**src/rtl/clock_pkg.sv**
```systemverilog
// Shared types and constants for the 12-hour BCD clock controller.
package clock_pkg;

    // Display/state code. The encoding values are visible on the mode output.
    typedef enum logic [2:0] {
        StRun    = 3'd0,
        StSetHr  = 3'd1,
        StSetMin = 3'd2,
        StAlmHr  = 3'd3,
        StAlmMin = 3'd4
    } state_e;

    // One BCD 12-hour time value: HH:MM plus AM/PM (ap=1 means PM).
    typedef struct packed {
        logic [3:0] h1;
        logic [3:0] h2;
        logic [3:0] m1;
        logic [3:0] m2;
        logic       ap;
    } bcd_time_t;

    localparam bcd_time_t ResetTime = '{h1: 4'd1, h2: 4'd2, m1: 4'd0, m2: 4'd0, ap: 1'b0};

    localparam logic [3:0] BcdDigitMax   = 4'd9;
    localparam logic [3:0] BcdMinTensMax = 4'd5;
    localparam logic [7:0] HourMax       = 8'd12;

    // Binary value of a two-digit BCD hour; out-of-range digits give values above 12.
    function automatic logic [7:0] hour_bin(input logic [3:0] tens, input logic [3:0] units);
        return (8'(tens) * 8'd10) + 8'(units);
    endfunction

endpackage

```
**src/rtl/clock_set_ctrl_if.sv**
```systemverilog
// Front-panel / counter side signals of the clock set controller.
interface clock_set_ctrl_if;

    logic       btn_mode;
    logic       btn_inc;
    logic       alarm_en;
    logic [3:0] h1;
    logic [3:0] h2;
    logic [3:0] m1;
    logic [3:0] m2;
    logic       ap;

    logic       min_tick;
    logic       load;
    logic [3:0] ld_h1;
    logic [3:0] ld_h2;
    logic [3:0] ld_m1;
    logic [3:0] ld_m2;
    logic       ld_ap;
    logic [2:0] mode;
    logic       ring;

    // Controller side.
    modport master (
        input  btn_mode, btn_inc, alarm_en, h1, h2, m1, m2, ap,
        output min_tick, load, ld_h1, ld_h2, ld_m1, ld_m2, ld_ap, mode, ring
    );

    // Panel/counter side.
    modport slave (
        output btn_mode, btn_inc, alarm_en, h1, h2, m1, m2, ap,
        input  min_tick, load, ld_h1, ld_h2, ld_m1, ld_m2, ld_ap, mode, ring
    );

endinterface

```
**src/rtl/bcd_time_inc.sv**
```systemverilog
// Combinational single-step increment of either the hour or the minute field of a BCD time.
module bcd_time_inc
    import clock_pkg::*;
(
    input  bcd_time_t cur_i,
    input  logic      sel_hr_i,
    output bcd_time_t nxt_o
);

    logic [7:0] hour;
    logic [7:0] hour_nxt;

    // Hours cycle 01..12 (11->12 flips AM/PM); minutes cycle 00..59 without hour carry.
    always_comb begin
        nxt_o    = cur_i;
        hour     = hour_bin(cur_i.h1, cur_i.h2);
        hour_nxt = hour + 8'd1;
        if (sel_hr_i) begin
            if (hour == HourMax - 8'd1) begin
                nxt_o.h1 = 4'd1;
                nxt_o.h2 = 4'd2;
                nxt_o.ap = ~cur_i.ap;
            end else if ((hour < HourMax - 8'd1) && (cur_i.h2 <= BcdDigitMax)) begin
                if (hour_nxt >= 8'd10) begin
                    nxt_o.h1 = 4'd1;
                    nxt_o.h2 = 4'(hour_nxt - 8'd10);
                end else begin
                    nxt_o.h1 = 4'd0;
                    nxt_o.h2 = hour_nxt[3:0];
                end
            end else begin
                // 12 and any non-canonical hour restart at 01 with AM/PM kept.
                nxt_o.h1 = 4'd0;
                nxt_o.h2 = 4'd1;
            end
        end else begin
            if (cur_i.m2 < BcdDigitMax) begin
                nxt_o.m2 = cur_i.m2 + 4'd1;
            end else begin
                nxt_o.m2 = 4'd0;
                if (cur_i.m1 < BcdMinTensMax) begin
                    nxt_o.m1 = cur_i.m1 + 4'd1;
                end else begin
                    nxt_o.m1 = 4'd0;
                end
            end
        end
    end

endmodule

```
**src/rtl/clock_set_ctrl.sv**
```systemverilog
// Sequencer for the BCD 12-hour counter: minute prescaler, set/alarm edit FSM, alarm ring.
module clock_set_ctrl
    import clock_pkg::*;
#(
    parameter int unsigned TICK_DIV = 6000,
    parameter int unsigned CNT_W    = 13
) (
    input logic             clk,
    input logic             reset,
    clock_set_ctrl_if.master bus
);

    localparam logic [CNT_W-1:0] PrescMax = CNT_W'(TICK_DIV - 1);

    state_e           state_q, state_d;
    logic [CNT_W-1:0] presc_q, presc_d;
    logic             min_tick_q, min_tick_d;
    logic             load_q, load_d;
    logic             ring_q, ring_d;
    logic             match_q;
    bcd_time_t        edit_q, edit_d;
    bcd_time_t        alarm_q, alarm_d;
    bcd_time_t        live, edit_inc, alarm_inc;
    logic             match;
    logic             mode_go;
    logic             inc_go;

    assign live  = '{h1: bus.h1, h2: bus.h2, m1: bus.m1, m2: bus.m2, ap: bus.ap};
    assign match = (live == alarm_q);

    // A ringing alarm swallows the first button press; mode beats inc when both arrive together.
    assign mode_go = bus.btn_mode && !ring_q;
    assign inc_go  = bus.btn_inc && !bus.btn_mode && !ring_q;

    bcd_time_inc u_time_inc (
        .cur_i    (edit_q),
        .sel_hr_i (state_q == StSetHr),
        .nxt_o    (edit_inc)
    );

    bcd_time_inc u_alarm_inc (
        .cur_i    (alarm_q),
        .sel_hr_i (state_q == StAlmHr),
        .nxt_o    (alarm_inc)
    );

    // Edit FSM next state; leaving SET_MIN commits the edited time to the counter.
    always_comb begin
        state_d = state_q;
        load_d  = 1'b0;
        if (mode_go) begin
            unique case (state_q)
                StRun:    state_d = StSetHr;
                StSetHr:  state_d = StSetMin;
                StSetMin: begin
                    state_d = StAlmHr;
                    load_d  = 1'b1;
                end
                StAlmHr:  state_d = StAlmMin;
                StAlmMin: state_d = StRun;
                default:  state_d = StRun;
            endcase
        end
    end

    // Edit and alarm registers: snapshot live time on entering edit, then step on btn_inc.
    always_comb begin
        edit_d  = edit_q;
        alarm_d = alarm_q;
        if ((state_q == StRun) && mode_go) begin
            edit_d = live;
        end else if (inc_go) begin
            if ((state_q == StSetHr) || (state_q == StSetMin)) begin
                edit_d = edit_inc;
            end else if ((state_q == StAlmHr) || (state_q == StAlmMin)) begin
                alarm_d = alarm_inc;
            end
        end
    end

    // Prescaler only runs in RUN so the displayed time freezes while editing.
    always_comb begin
        presc_d    = '0;
        min_tick_d = 1'b0;
        if ((state_q == StRun) && !mode_go) begin
            min_tick_d = (presc_q == PrescMax);
            presc_d    = (presc_q == PrescMax) ? '0 : presc_q + CNT_W'(1);
        end
    end

    // Ring latches on a rising match in RUN and drops on any button, disable or match loss.
    always_comb begin
        ring_d = 1'b0;
        if ((state_q == StRun) && (state_d == StRun)) begin
            if (ring_q) begin
                ring_d = !(bus.btn_mode || bus.btn_inc || !bus.alarm_en || !match);
            end else begin
                ring_d = bus.alarm_en && match && !match_q;
            end
        end
    end

    // State and datapath registers.
    always_ff @(posedge clk or posedge reset) begin
        if (reset) begin
            state_q    <= StRun;
            presc_q    <= '0;
            min_tick_q <= 1'b0;
            load_q     <= 1'b0;
            ring_q     <= 1'b0;
            match_q    <= 1'b0;
            edit_q     <= ResetTime;
            alarm_q    <= ResetTime;
        end else begin
            state_q    <= state_d;
            presc_q    <= presc_d;
            min_tick_q <= min_tick_d;
            load_q     <= load_d;
            ring_q     <= ring_d;
            match_q    <= match;
            edit_q     <= edit_d;
            alarm_q    <= alarm_d;
        end
    end

    assign bus.min_tick = min_tick_q;
    assign bus.load     = load_q;
    assign bus.ld_h1    = edit_q.h1;
    assign bus.ld_h2    = edit_q.h2;
    assign bus.ld_m1    = edit_q.m1;
    assign bus.ld_m2    = edit_q.m2;
    assign bus.ld_ap    = edit_q.ap;
    assign bus.mode     = state_q;
    assign bus.ring     = ring_q;

endmodule

```
**src/flat_wrapper.sv**
```systemverilog
// flat-port wrapper written by rule: the top's interface ports become plain ports
module clock_set_ctrl_flat import clock_pkg::*;
#(
    parameter int unsigned TICK_DIV = 6000,
    parameter int unsigned CNT_W    = 13
)
  (clk, reset, bus_btn_mode, bus_btn_inc, bus_alarm_en, bus_h1, bus_h2, bus_m1, bus_m2, bus_ap, bus_min_tick, bus_load, bus_ld_h1, bus_ld_h2, bus_ld_m1, bus_ld_m2, bus_ld_ap, bus_mode, bus_ring);
  clock_set_ctrl_if bus_i ();
  input logic clk;
  input logic reset;
  input wire logic [$bits(bus_i.btn_mode)-1:0] bus_btn_mode;
  input wire logic [$bits(bus_i.btn_inc)-1:0] bus_btn_inc;
  input wire logic [$bits(bus_i.alarm_en)-1:0] bus_alarm_en;
  input wire logic [$bits(bus_i.h1)-1:0] bus_h1;
  input wire logic [$bits(bus_i.h2)-1:0] bus_h2;
  input wire logic [$bits(bus_i.m1)-1:0] bus_m1;
  input wire logic [$bits(bus_i.m2)-1:0] bus_m2;
  input wire logic [$bits(bus_i.ap)-1:0] bus_ap;
  output wire logic [$bits(bus_i.min_tick)-1:0] bus_min_tick;
  output wire logic [$bits(bus_i.load)-1:0] bus_load;
  output wire logic [$bits(bus_i.ld_h1)-1:0] bus_ld_h1;
  output wire logic [$bits(bus_i.ld_h2)-1:0] bus_ld_h2;
  output wire logic [$bits(bus_i.ld_m1)-1:0] bus_ld_m1;
  output wire logic [$bits(bus_i.ld_m2)-1:0] bus_ld_m2;
  output wire logic [$bits(bus_i.ld_ap)-1:0] bus_ld_ap;
  output wire logic [$bits(bus_i.mode)-1:0] bus_mode;
  output wire logic [$bits(bus_i.ring)-1:0] bus_ring;
  assign bus_i.btn_mode = bus_btn_mode;
  assign bus_i.btn_inc = bus_btn_inc;
  assign bus_i.alarm_en = bus_alarm_en;
  assign bus_i.h1 = bus_h1;
  assign bus_i.h2 = bus_h2;
  assign bus_i.m1 = bus_m1;
  assign bus_i.m2 = bus_m2;
  assign bus_i.ap = bus_ap;
  assign bus_min_tick = bus_i.min_tick;
  assign bus_load = bus_i.load;
  assign bus_ld_h1 = bus_i.ld_h1;
  assign bus_ld_h2 = bus_i.ld_h2;
  assign bus_ld_m1 = bus_i.ld_m1;
  assign bus_ld_m2 = bus_i.ld_m2;
  assign bus_ld_ap = bus_i.ld_ap;
  assign bus_mode = bus_i.mode;
  assign bus_ring = bus_i.ring;
  clock_set_ctrl #(.TICK_DIV(TICK_DIV), .CNT_W(CNT_W)) u_core (.clk(clk), .reset(reset), .bus(bus_i));
endmodule
```
**config.mk**
```make
export PLATFORM = sky130hd
export DESIGN_NAME = clock_set_ctrl_flat
export DESIGN_NICKNAME = d
export VERILOG_FILES = /design/src/rtl/clock_pkg.sv /design/src/rtl/clock_set_ctrl_if.sv /design/src/rtl/bcd_time_inc.sv /design/src/rtl/clock_set_ctrl.sv /design/src/flat_wrapper.sv
export SDC_FILE = /design/constraint.sdc
export NUM_CORES = 1
export LEC_CHECK = 0
export ABC_AREA = 1
export BUFFER_PORTS_ARGS = -buffer_cell sky130_fd_sc_hd__buf_2
export CAP_MARGIN = 20
export CORE_AREA = 2 2 93 95
export CTS_BUF_LIST = sky130_fd_sc_hd__clkbuf_4
export CTS_CLUSTER_DIAMETER = 50
export DETAILED_ROUTE_END_ITERATION = 10
export DIE_AREA = 0 0 95 97
export PLACE_DENSITY = 0.82
export SETUP_SLACK_MARGIN = 0.02
export SLEW_MARGIN = 20
export SYNTH_ARGS = -nofsm -noshare
export SYNTH_HDL_FRONTEND = slang
export SYNTH_HIERARCHICAL = 1
export SYNTH_SLANG_ARGS = --single-unit
```
**constraint.sdc**
```tcl
create_clock -name clk -period 5.1 [get_ports clk]
set_clock_uncertainty 0.2 [all_clocks]
set_input_delay 0.765 -clock clk [delete_from_list [all_inputs] [get_ports clk]]
set_output_delay 0.765 -clock clk [all_outputs]
set_load 0.02 [all_outputs]
```
[Word-level counts from Yosys, hierarchy flattened]
Index checks and enable logic that the tools add are counted.
Word-level totals
  word-level logic and storage cells: 118
  output and inout bits: 23
  bits of input ports: 22
  flip-flop bits (word level): 54
Operators by class
  multiplexer cells: 27
  eq/ne operators: 10
  reductions and logical operators: 36
  $mul: 2
  order comparisons: 10
  $add $sub $neg: 11
  bitwise operators: 6
Operator list (count)
  17-bit 2-to-1 mux: 3
  8-bit 2-to-1 mux: 4
  13-bit 2-to-1 mux: 2
  4-bit 2-to-1 mux: 5
  5-bit 2-to-1 mux: 4
  17-bit == test: 1
  4-bit by 1-bit adder with 4-bit output, second input constant: 4
  8-bit by 1-bit adder with 8-bit output, second input constant: 2
  8-bit by 4-bit adder with 8-bit output: 2
  8-bit by 4-bit == test with 1-bit output, second input constant: 2
  8-bit by 4-bit greater-or-equal comparator with 1-bit output, second input constant: 2
  8-bit by 4-bit less-than comparator with 1-bit output, second input constant: 2
  4-bit by 3-bit multiplier with 7-bit output, second input constant: 2
  13-bit by 1-bit adder with 13-bit output, second input constant: 1
  13-bit == test, second input constant: 1
  3-bit case mux with 4 select lines: 1
  6-bit AND reduction: 2
  1-bit logical AND: 10
  5-bit AND reduction: 2
  4-bit <= comparator, second input constant: 2
  4-bit by 3-bit less-than comparator with 1-bit output, second input constant: 2
  4-bit less-than comparator, second input constant: 2
  4-bit AND reduction: 2
  2-bit nonzero test: 4
  12 further kinds: 38

[Longest topological paths before layout]
Gate-level depths: netlist of the first run.
  word-level depth: 11
  depth in mapped cells: 20
  gate-level depth less buffers: 20

[Modules after synthesis]
Netlist of the first run, hierarchy kept.
By module, submodules not included
  clock_set_ctrl: area an instance 2762.6 um^2, cells each 359, sequential area each 1356.3 um^2, instances 1
  bcd_time_inc at u_core.u_time_inc: area an instance 1091.0 um^2, cells each 183, sequential area each 0.0 um^2, instances 1
  bcd_time_inc at u_core.u_alarm_inc: area an instance 984.7 um^2, cells each 186, sequential area each 0.0 um^2, instances 1

[Worst setup path after synthesis of the first run]
No wires, ideal clock.
  kind: reg2reg
  from: reg u_core.edit_q (netlist bit u_core/bus.ld_h1[0])
  to: reg u_core.edit_q (netlist bit u_core/bus.ld_h2[3])
  slack: 2.389 ns
  setup time: 0.117 ns
  buffers on the path: 0
  data arrival time: 2.395 ns
  cell stages (with the launch flop): 17
  data required time: 4.783 ns
  period minus slack after synthesis: 2.711 ns
  cell sequence: dfstp_2 > ha_1 > fa_1 > xnor2_1 > nand2_1 > nand3_1 > nand3_1 > inv_1 > nand2_1 > nor2_2 > nand3_1 > nand3_1 > nand2_1 > nand2_1 > o21ai_0 > nand2_1 > nand2_1
RTL lines
  start, declared: line clock_set_ctrl.sv:21  | bcd_time_t edit_q, edit_d;
  start signal, assigned: line clock_set_ctrl.sv:112  | edit_q <= ResetTime;
  start signal, assigned: line clock_set_ctrl.sv:121  | edit_q <= edit_d;

==> reports/results.ini, run 1 <==
[run_status]
status=finished, final reports clean

[placement]
routabilityCongestion=0.8584
io_buffers=44
place_hpwl_um=8683

[clock_network]
clk_pin_slew_ns=0.15
clkLatencyLatePin_ns=0.38
clock-root-buffer=clkbuf_4
cts.repair.resized=0
clock_sinks=54
htreeDepth=2
numCtsBuffers=5
cts_tree=built
ctsLongestPathBuffers=2
postCtsHoldBufs=0
post_cts_buffers=0

[critical_path]
worstSetupEndpointType=register
rrSetupSlack_ns=2.20
worstRegToRegCells=16
path_cells=ha_1 > fa_1 > xnor2_1 > nand2_1 > nand3_1 > nand3_1 > inv_1 > nand2_1 > nor2_2 > nand3_1 > nand3_1 > nand2_1 > nand2_1 > o21ai_0 > nand2_1 > nand2_1
reg2reg_from=u_core/bus.ld_h1[0]$_DFFE_PP1P_
cp_data_required_time_ns=5.19
cp_common_cell=nand2_1
cpPeakStageDelay_ns=0.61
critPathLaunchType=register
crit_arrival_ns=2.99
critPathMaxFanout=6
crit_slowest_cell=dfstp_2
r2r-end=u_core/bus.ld_h2[3]$_DFFE_PP0P_
path_class=reg2reg

[layout]
layout_common_cells=nand2_1 (197), inv_1 (110), nor2_1 (101)
drive_above_1_share_pct=16.04
areaGrowthSynthToFinish_pct=7.422
layout.nets=825
diodes=0
final_common_cell=nand2_1

[sta]
hold_viol_final=0
fin_crit_ns=2.901
fmax_ghz=0.3447
rsz0062_at_grt=false
tns_ns=0
fin_crit_sh_pct=56.88
slew_violations=0
setup_viol=0
slew_headroom_pct=53.86
worst-slew-pin-transition_ns=0.6921

[run]
drv_cap=0

[routing]
wl_um=10990
drtAntennaViolNets=0
avgRoutedWirePerCell_um=12.52
drtIter0Drc=271
route.detailed.drc=0
via_count=4577
dr.pass1.iters=5
viasPerCell=5.213

[global_routing]
grt_util_met1_pct=32.30
met2_usage_pct=43.15
grtUsageMet3_pct=2.414
grt_pass1_wl_um=19070
grt_usage_pct=24.81
grt_antenna_before_repair=0
grt_remaining_overflow=0
grt_pass1_vias=4385
grt_busiest_layer=met2
grt_max_degree=55

[synth]
synthArstFlopShare_pct=100.0
synth_seq_cells=54
syn_nets=781
yosysUniqueCellTypes=38
synth.area.top_cells=dfrtp_1 (26%), nand2_1 (15%), inv_1 (8.6%)
yosys_warnings=6
synth_top_area_cell=dfrtp_1
synthDominantCellAreaShare_pct=25.86
avgSynthCellArea_um2=6.646
synth-edff-count=0
syn_inst=728
yosys_most_used_dff=dfrtp_1
synthesis.area_um2=4838
yosysSeqAreaShare_pct=28.03

[hold_path]
min_from=u_core/presc_q[0]$_DFF_PP0_
hp-class=reg2reg
whs_path_depth=1
hold_end=u_core/presc_q[0]$_DFF_PP0_

[floorplanning]
io_pins=45
die_x_um=95
die_y_um=97
start_util_pct=59.48
dieArea_um2=9215
rows=33
coreArea_um2=8134

==> registers in the layout (all words and copies together), names as in the netlist, 3 cells and up <==
register          count
u_core/presc_q       13
u_core/alarm_q       17
u_core/bus.ld_m2      4
u_core/bus.ld_m1      4
u_core/bus.ld_h1      4
u_core/bus.ld_h2      4
u_core/bus.mode       3
==> Yosys cell counts, drive strengths merged (2+ instances only) <==
library cell	number
xor2	7
nor3	25
nand3	62
nand4	11
dfrtp	50
nor2	113
fa	2
nand2	225
a21oi	28
buf	5
ha	29
a22oi	3
inv	117
o22ai	8
xnor2	9
o211ai	2
dfstp	4
o21ai	19
or2	2
clkbuf	3
==> critical path, delay by kind of cell (launching register included) <==
family | cells | cell delay [ns]
AO/OA/AOI/OAI | 1 | 0.07
XOR/XNOR | 1 | 0.30
flip-flops | 1 | 0.61
adder cells (fa/ha/maj) | 2 | 0.69
AND/OR/NAND/NOR | 11 | 0.88
buffers and inverters | 1 | 0.08
==> cell families after synthesis <==
group           count (synthesis)  synth area share (%)
xor+xnor                       16                 2.896
simple gates                  439                 42.80
compound gates                 62                 7.603
flops                          54                 28.03
fa+ha+maj                      31                 8.327
buf+inv                       126                 10.34
==> layer usage <==
metal / vias up / share of wire, % / wire length (um)
met2: 74 / 50 / 5533
met1: 2110 / 45 / 4977
met3: 13 / 2.9 / 314
met4: 0 / 1.5 / 167
li1: 2380 / - / -
met5: - / 0 / 0
==> metrics by stage <==
step | instances | area, um^2 | hold WS [ns] | utilization [%] | worst slack (ns)
global placement | 870 | 5140 | 0.2851 | 63.19 | 2.348
global route | 878 | 5197 | 0.3594 | 63.90 | 1.924
floorplan | 728 | 4838 | 0.2542 | - | 2.389
detailed placement | 870 | 5140 | 0.3007 | 63.19 | 2.236
finish | 878 | 5197 | 0.3120 | 63.90 | 2.199
CTS | 878 | 5197 | 0.3218 | 63.90 | 2.202
==> worst max-delay path by stage <==
stage	cells after the start	slack (ns)	start	end
6_report	16	2.20	u_core/bus.ld_h1[0]$_DFFE_PP1P_	u_core/bus.ld_h2[3]$_DFFE_PP0P_
5_1_grt	16	1.92	u_core/bus.ld_h1[0]$_DFFE_PP1P_	u_core/bus.ld_h2[3]$_DFFE_PP0P_
4_1_cts	16	2.20	u_core/bus.ld_h1[0]$_DFFE_PP1P_	u_core/bus.ld_h2[3]$_DFFE_PP0P_
2_1_floorplan	16	2.39	u_core/bus.ld_h1[0]$_DFFE_PP1P_	u_core/bus.ld_h2[3]$_DFFE_PP0P_
3_3_place_gp	16	2.35	u_core/bus.ld_h1[0]$_DFFE_PP1P_	u_core/bus.ld_h2[3]$_DFFE_PP0P_
3_5_place_dp	16	2.24	u_core/bus.ld_h1[0]$_DFFE_PP1P_	u_core/bus.ld_h2[3]$_DFFE_PP0P_
==> cell type report <==
type / count / area, um^2
clock buffers: 5 / 37.54
clock inverters: 3 / 20.02
fillers: 713 / 2937
inverters: 118 / 442.9
multi-input cells: 548 / 2982
flip-flops and latches: 54 / 1356
well taps: 105 / 131.4
repair buffers: 45 / 227.7
Power of run 1 is left out: the tool's default activity adds up to more than one toggle a clock period on the data nets, which glitch-free logic cannot reach.
==> inputs of run 2 (changes only) <==
Clock period 5.1 ns to 2.8 ns, I/O delays scaled along.
==> run 2 against run 1 <==
Effect of this change: the flow now finishes with violations (setup timing); utilization rose by 8.8 points; sequential cell count did not move; critical path depth fell by 2; count of clock-buffer cells in the layout unchanged; wire length up 18%; non-clock buffer count up 32; via count grew 9.1%; first-iteration DRC count rose by 19%; critical path type unchanged; highest routed layer unchanged.
==> reports/results.ini, run 2 (same netlist as run 1, synthesis figures left out) <==
[sta]
setup_viol=7  ; was 0
worst-slew-pin-transition_ns=0.5285  ; was 0.6921 ns
fmax_ghz=0.3384  ; was 0.3447 GHz
rsz0062_at_grt=true  ; was false
fin_crit_sh_pct=105.5  ; was 56.88%
slew_headroom_pct=64.63  ; was 53.86%
fin_ws_ns=-0.1550  ; was 2.199 ns
fin_crit_ns=2.955  ; was 2.901 ns
slew_violations=0  ; unchanged
hold_viol_final=0  ; unchanged
whs_ns=0.06905  ; was 0.3120 ns

[placement]
io_buffers=44  ; unchanged
routabilityCongestion=0.8943  ; was 0.8584
pre_cts_slack_ns=-0.03361  ; was 2.236 ns
place_inst=880  ; was 870
place_hpwl_um=8967  ; was 8683 um

[layout]
final_cells=910  ; was 878
diodes=0  ; unchanged
largest-register=u_core/alarm_q  ; unchanged
drive_above_1_share_pct=29.19  ; was 16.04%
layout_common_cells=nand2_1 (160), inv_1 (106), nor2_1 (95)  ; was nand2_1 (197), inv_1 (110), nor2_1 (101)
largest_registers=u_core/alarm_q x17, u_core/presc_q x13  ; unchanged
final_common_cell=nand2_1  ; unchanged
areaGrowthSynthToFinish_pct=22.29  ; was 7.422%
layout.nets=857  ; was 825
largest_reg_flops=17  ; unchanged
final_core_util_pct=72.74  ; was 63.90%

[critical_path]
worstRegToRegCells=14  ; was 16
reg2reg_from=u_core/alarm_q[14]$_DFFE_PP0P_  ; was u_core/bus.ld_h1[0]$_DFFE_PP1P_
rrSetupSlack_ns=-0.15  ; was 2.20 ns
crit_arrival_ns=3.08  ; was 2.99 ns
critPathMaxFanout=4  ; was 6
worstSetupEndpointType=register  ; unchanged
cp_data_required_time_ns=2.93  ; was 5.19 ns
path_class=reg2reg  ; unchanged
critPathLaunchType=register  ; unchanged
r2r-end=u_core/alarm_q[10]$_DFFE_PP1P_  ; was u_core/bus.ld_h2[3]$_DFFE_PP0P_

[hold_path]
hold_end=u_core/bus.ring$_DFF_PP0_  ; was u_core/presc_q[0]$_DFF_PP0_
whs_path_depth=3  ; was 1
hp-class=in2reg  ; was reg2reg
min_from=bus_alarm_en  ; was u_core/presc_q[0]$_DFF_PP0_

[global_routing]
grt_pass1_wl_um=19640  ; was 19070 um
grt_remaining_overflow=0  ; unchanged
grt_usage_pct=25.85  ; was 24.81%
grt_antenna_before_repair=0  ; unchanged
grt_pass1_vias=4569  ; was 4385
grt_max_degree=28  ; was 55

[floorplanning]
start_util_pct=59.48  ; unchanged
die_x_um=95  ; unchanged
dieArea_um2=9215  ; unchanged
io_pins=45  ; unchanged
die_y_um=97  ; unchanged
rows=33  ; unchanged
coreArea_um2=8134  ; unchanged

[routing]
dr.pass1.iters=5  ; unchanged
avgRoutedWirePerCell_um=14.31  ; was 12.52 um
drtAntennaViolNets=0  ; unchanged
wl_um=13020  ; was 10990 um
drtIter0Drc=323  ; was 271
route.detailed.drc=0  ; unchanged
viasPerCell=5.488  ; was 5.213
via_count=4994  ; was 4577

[clock_network]
ctsLongestPathBuffers=2  ; unchanged
htreeDepth=2  ; unchanged
numCtsBuffers=5  ; unchanged
clkLatencyLatePin_ns=0.39  ; was 0.38 ns
cts_tree=built  ; unchanged
clock-root-buffer=clkbuf_4  ; unchanged
clock_sinks=54  ; unchanged
clk_pin_slew_ns=0.17  ; was 0.15 ns

[run_status]
status=finished, violations left  ; was finished, final reports clean
violations=setup timing

[run]
drv_cap=0  ; unchanged

[run 2: cell types whose count changed in the layout (fill, tap and decap cells not counted), moves of 7 or more]
cell     delta
nand2_4    +11
nand2_2    +26
nor2_4      +7
buf_4      +26
nand2_1    -37
nand3_1    -16
nand3_2    +13
[run 2: routing by layer]
metal / vias to the layer above / track usage, % / share of wire (%)
met5: - / 0 / 0
met4: 0 / 9.142 / 2.5
li1: 2441 / - / -
met1: 2356 / 31.78 / 39
met3: 33 / 3.972 / 4.2
met2: 164 / 45.23 / 54
[run 2: what timing repair did]
action,in CTS,in global routing
hold endpoints to repair,13,0
gates resized for setup,13,101
pin swaps,18,70
cloned,0,0
hold buffers,1,0
buffers inserted,7,14
setup endpoints to repair,10,12
[run 2: worst max-delay path by stage]
stage / slack [ns] / to / cells after the start / start
floorplan: 0.09 / u_core/bus.ld_h2[3]$_DFFE_PP0P_ / 16 / u_core/bus.ld_h1[0]$_DFFE_PP1P_
global placement: -0.007 / u_core/bus.ld_h2[3]$_DFFE_PP0P_ / 16 / u_core/bus.ld_h1[0]$_DFFE_PP1P_
detailed placement: -0.03 / u_core/bus.ld_h2[3]$_DFFE_PP0P_ / 18 / u_core/bus.ld_h1[0]$_DFFE_PP1P_
CTS: -0.02 / u_core/alarm_q[0]$_DFFE_PP0P_ / 15 / u_core/alarm_q[13]$_DFFE_PP1P_
global route: -0.23 / u_core/alarm_q[10]$_DFFE_PP1P_ / 14 / u_core/alarm_q[14]$_DFFE_PP0P_
finish: -0.15 / u_core/alarm_q[10]$_DFFE_PP1P_ / 14 / u_core/alarm_q[14]$_DFFE_PP0P_
[run 2: critical path, stage by stage, from the launching register on]
cell and delay [ns]:
dfrtp_2 0.47, buf_4 0.16, fa_2 0.62, nand3_1 0.15
inv_1 0.11, nand2_2 0.09, nor2_1 0.17, nand2_1 0.13
a21oi_2 0.20, nand3_4 0.12, nand2_2 0.09, nand3_2 0.08
a21oi_2 0.14, nand3_1 0.08, nand2_1 0.09
[run 2: metrics by stage]
step            TNS [ns]  cell area, um^2
2_1_floorplan          0             4838
3_3_place_gp   -0.007408             5215
3_5_place_dp    -0.09934             5215
4_1_cts         -0.01641             5431
5_1_grt           -1.389             5917
6_report         -0.5576             5917
[run 2: final cells by class]
class	count	area (um^2)
clock buffers	5	37.54
clock inverters	3	47.55
fillers	608	2217
inverters	118	447.9
multi-input cells	548	3405
flip-flops and latches	54	1359
well taps	105	131.4
repair buffers	77	489.2
Power of run 2 is left out for the same reason.
